--- config.mk ---
export PLATFORM = sky130hd
export DESIGN_NAME = packet_serializer
export DESIGN_NICKNAME = d
export VERILOG_FILES = /design/src/rtl/packet_serializer.sv
export SDC_FILE = /design/constraint.sdc
export NUM_CORES = 1
export LEC_CHECK = 0
export BUFFER_PORTS_ARGS = -buffer_cell sky130_fd_sc_hd__clkbuf_2
export CAP_MARGIN = 20
export CORE_ASPECT_RATIO = 0.9
export CORE_UTILIZATION = 35
export CTS_CLUSTER_SIZE = 40
export DETAILED_ROUTE_END_ITERATION = 16
export PLACE_DENSITY = 0.58
export SLEW_MARGIN = 20
export SYNTH_ARGS = -nofsm -noshare
export SYNTH_HDL_FRONTEND = slang
export SYNTH_SLANG_ARGS = --single-unit
--- constraint.sdc ---
create_clock -name clock -period 3 [get_ports clock]
set_input_delay 0.15 -clock clock [delete_from_list [all_inputs] [get_ports clock]]
set_output_delay 0.15 -clock clock [all_outputs]
set_load 0.01 [all_outputs]
--- src/rtl/packet_serializer.sv ---
// packet_serializer: pops 32-bit packets and sends each as a 4-byte MSB-first burst followed by an idle gap
module packet_serializer #(
    parameter int GAP_CYCLES = 1,
    parameter int CNT_W = 16
) (
    input  logic             clock,
    input  logic             reset_n,
    input  logic             pkt_in_avail,
    input  logic [31:0]      pkt_in,
    output logic             read_data,
    input  logic             dest_full,
    output logic             send_data,
    output logic [7:0]       payload,
    output logic             busy,
    output logic [CNT_W-1:0] pkt_count
);
    typedef enum logic [1:0] {IDLE, SEND, GAP} state_t;
    localparam logic [3:0] GAP_LAST = 4'(GAP_CYCLES - 1);
    state_t      r_state, w_next;
    logic [31:0] r_sr;
    logic [1:0]  r_bi, w_bn;
    logic [3:0]  r_gc;
    logic        w_last_gap, w_start;
    assign w_last_gap = r_state == GAP && r_gc == GAP_LAST;
    // gated by reset_n so the pop strobe is also silent while reset is held
    assign w_start = reset_n & pkt_in_avail & ~dest_full & (r_state == IDLE | w_last_gap);
    assign read_data = w_start;
    assign busy = r_state != IDLE;
    assign w_bn = r_bi + 2'd1;
    always_ff @(posedge clock or negedge reset_n)
        if (!reset_n) r_state <= IDLE;
        else r_state <= w_next;
    always_comb begin
        w_next = r_state;
        if (w_start) w_next = SEND;
        else if (r_state == SEND && r_bi == 2'd3) w_next = GAP;
        else if (w_last_gap) w_next = IDLE;
    end
    always_ff @(posedge clock or negedge reset_n) begin
        if (!reset_n) begin
            r_sr      <= '0;
            r_bi      <= '0;
            r_gc      <= '0;
            send_data <= 1'b0;
            payload   <= '0;
            pkt_count <= '0;
        end else if (w_start) begin
            r_sr      <= pkt_in;
            r_bi      <= '0;
            send_data <= 1'b1;
            payload   <= pkt_in[31:24];
        end else if (r_state == SEND) begin
            if (r_bi == 2'd3) begin
                send_data <= 1'b0;
                payload   <= '0;
                r_gc      <= '0;
                pkt_count <= pkt_count + CNT_W'(1);
            end else begin
                r_bi    <= w_bn;
                payload <= 8'(r_sr >> {~w_bn, 3'b000});
            end
        end else if (r_state == GAP) r_gc <= r_gc + 4'd1;
    end
endmodule

==> flow_summary.ini <==
[sta]
drv_slew = 0
hold_ws_ns = 0.000217
period_share = 0.868
setup_ws_ns = 0.397
slew_headroom = 0.454
setup_viol = 0
hold_viol = 0
fmax_mhz = 384
finalClockSkew_ns = 0.00883
period_needed_ns = 2.60
tightest_slew_ns = 0.820
setup_tns_ns = 0
rsz0062_at_grt = no

[clock_tree]
clkTransAtPathRegs_ns = 0.07
cts-root-buf = clkbuf_8
cts_buffer_depth = 2
cts_tree = yes
cts_resized = 0
clk-insertion-delay-late_ns = 0.34
cts_made_buffers = 9
cts_htree_levels = 3
cts_setup_buffers = 0
clkSinkCount = 65

[drt]
via_per_inst = 4.69
drc = 0
routed_wl_um = 6160
dr_total_vias = 2243
first_iter_violations = 89
routedWlPerCell_um = 12.9
first_pass_iters = 6
postRouteAntennaNets = 0

[floorplan]
start_util = 0.362
io_pins = 63
coreArea_mm2 = 0.00807
die_x_um = 98.3
die_h_um = 88.7
rows = 31
die_area_mm2 = 0.00871

[setup_path]
crit_start = r_gc[0]$_DFFE_PN0P_
crit_type = register to output pin
setup.worst_path.end = read_data
rr_worst_depth = 7
crit_path_end_kind = output pin
startpoint_type = register
reg2reg_slack_ns = 0.62
crit_required_ns = 2.85
cp.arrival_ns = 2.45
cpPeakStageDelay_ns = 0.64
timing.rr.end = r_gc[2]$_DFFE_PN0P_
critPathSlowestCell = a2111o_1
crit_fanout = 46
timing.rr.start = r_gc[0]$_DFFE_PN0P_
path_cells = inv_1, ha_1, or3b_1, a2111o_1, clkinv_8, clkbuf_2

[logic_synthesis]
synth_area_per_cell_um2 = 10.1
syn_area_mm2 = 0.00292
synth-seq-area-share = 0.557
synth_top_flop_cell = dfrtp_1
synth.most_common_cell = nand2_1
ys_top_cells_by_count = 109 x nand2_1, 65 x dfrtp_1, 22 x nor2_1
synth.ff_latch_count = 65
yosysTopAreaCell = dfrtp_1
ys_async_sr_fraction = 1.00
yosysWarnings = 0
syn_inst = 289
synth_fp_nets = 329
synth_top_area_frac = 0.557
synth_edf_count = 0
ys_top_cells_by_area = dfrtp_1 56%, nand2_1 14%, mux4_2 6.2%, xnor2_1 3.6%, nor2_1 2.8%
synth_cell_types = 36

[global_routing]
antenna_found_initial = 0
use_met1 = 0.194
met2_usage = 0.268
grt_pass1_vias = 2246
grtUsageTotal = 0.159
grt.busiest_layer = met2
use_met3 = 0.0585
grt_max_degree = 66
grt_pass1_wl_um = 10500
gr-total-overflow = 0

[cells_and_area]
areaGrowthSynthToFinish_pct = 26.1
nFillCells = 811
diodes = 0
layout-drive-gt1-share = 0.235
nets = 414
finalCoreUtilization = 0.456
fin_area_mm2 = 0.00368

[power_and_ir_drop]
pwr-share-clk = 0.210
p_comb_frac = 0.347
pwr_density_cell_mw_per_mm2 = 869
p_leak_uw = 0.00187
p_int_uw = 2100
ir_worst_vdd_v = 0.000423
sw_frac_of_total = 0.344
p_sw_uw = 1100
pwr-share-seq = 0.443

[worst_hold_path]
hold_path.class = input pin to asynchronous set/reset pin

[outcome]
outcome = completed

[placed_design]
place_area_mm2 = 0.00330
dpl.hpwl_um = 3930
port_buffers = 62
place_ws_ns = 0.623
place.gp.congestion = 0.735

[job]
maxCapViolCount = 0
-- through the flow --
| step | std cells | total power [uW] |
|---|---|---|
| 2_1_floorplan | 289 | 2200 |
| 3_3_place_gp | 441 | 2510 |
| 3_5_place_dp | 441 | 2540 |
| 4_1_cts | 478 | 3250 |
| 5_1_grt | 478 | 3470 |
| 6_report | 478 | 3200 |
-- layer usage --
metal  routed length (um)  up-vias
met3                  282        4
met1                 2960     1055
met5                    0        -
li1                     -     1127
met2                 2870       57
met4                   48        0
-- registers in the layout, summed over array words and instances (netlist names) --
register / flops
payload: 8
pkt_count: 16
r_bi: 2
r_gc: 4
r_sr: 32
r_state: 2
send_data: 1
-- power by group through the flow --
| stage | clock network, uW | registers (uW) | logic (uW) |
|---|---|---|---|
| after global placement | 0 | 1420 | 1090 |
| after detailed placement | 0 | 1430 | 1110 |
| after global routing | 738 | 1470 | 1270 |
| after floorplan | 0 | 1410 | 793 |
| final | 672 | 1420 | 1110 |
| after CTS | 698 | 1420 | 1130 |
-- critical path, delay by kind of cell, from the launching register on --
kind	cells	cell delay (ns)
compound gates	1	0.64
buf+inv	3	0.53
flops	1	0.41
simple gates	1	0.37
fa+ha+maj	1	0.15
-- cells by family (layout without fill, tap and decap cells) --
| group | after synthesis | after routing | synth area share |
|---|---|---|---|
| buf+inv | 16 | 106 | 0.0368 |
| compound gates | 19 | 19 | 0.0493 |
| flops | 65 | 65 | 0.557 |
| xor+xnor | 16 | 16 | 0.0480 |
| fa+ha+maj | 4 | 4 | 0.0171 |
| mux | 8 | 8 | 0.0617 |
| simple gates | 161 | 161 | 0.230 |
-- layout by cell type, fill, tap and decap left out, types with 2 or more instances in the layout --
cell and instances:
mux4_2 8, dlygate4sd3_1 21, and3_1 3, clkbuf_8 11
nor2b_1 3, clkbuf_1 3, xnor2_1 12, ha_1 4
nand2_1 109, o21ai_0 5, nand3_1 9, nor2_1 22
dfrtp_1 65, inv_1 3, a221oi_1 8, nand4_1 5
buf_4 3, nor3_1 2, xor2_1 4, clkbuf_2 61
-- how the worst min path moves through the flow --
| stage | from | endpoint | slack, ns | cells past startpoint |
|---|---|---|---|---|
| floorplan | reset_n | payload[0]$_DFFE_PN0P_ | -0.15 | 0 |
| finish | reset_n | pkt_count[10]$_DFFE_PN0P_ | 0.0002 | 2 |
| detailed placement | pkt_in[8] | r_sr[8]$_DFFE_PN0P_ | 0.34 | 3 |
| global route | pkt_in[18] | r_sr[18]$_DFFE_PN0P_ | 0.002 | 3 |
| CTS | pkt_in[27] | r_sr[27]$_DFFE_PN0P_ | 0.0002 | 3 |
| global placement | pkt_in[6] | r_sr[6]$_DFFE_PN0P_ | 0.34 | 3 |
-- area by class of cell --
class / count / area (um2) / area share
flip-flops and latches: 65 / 1630 / 0.442
multi-input cells: 208 / 1190 / 0.322
repair buffers: 86 / 543 / 0.147
clock buffers: 14 / 163 / 0.0442
well taps: 99 / 124 / 0.0336
inverters: 4 / 27.5 / 0.00748
clock inverters: 2 / 12.5 / 0.00340
-- what timing repair did --
action,in CTS,in global routing
hold buffers,21,0
hold endpoints to repair,21,0
setup endpoints to repair,0,0
Power figures use the tool's default switching activity.
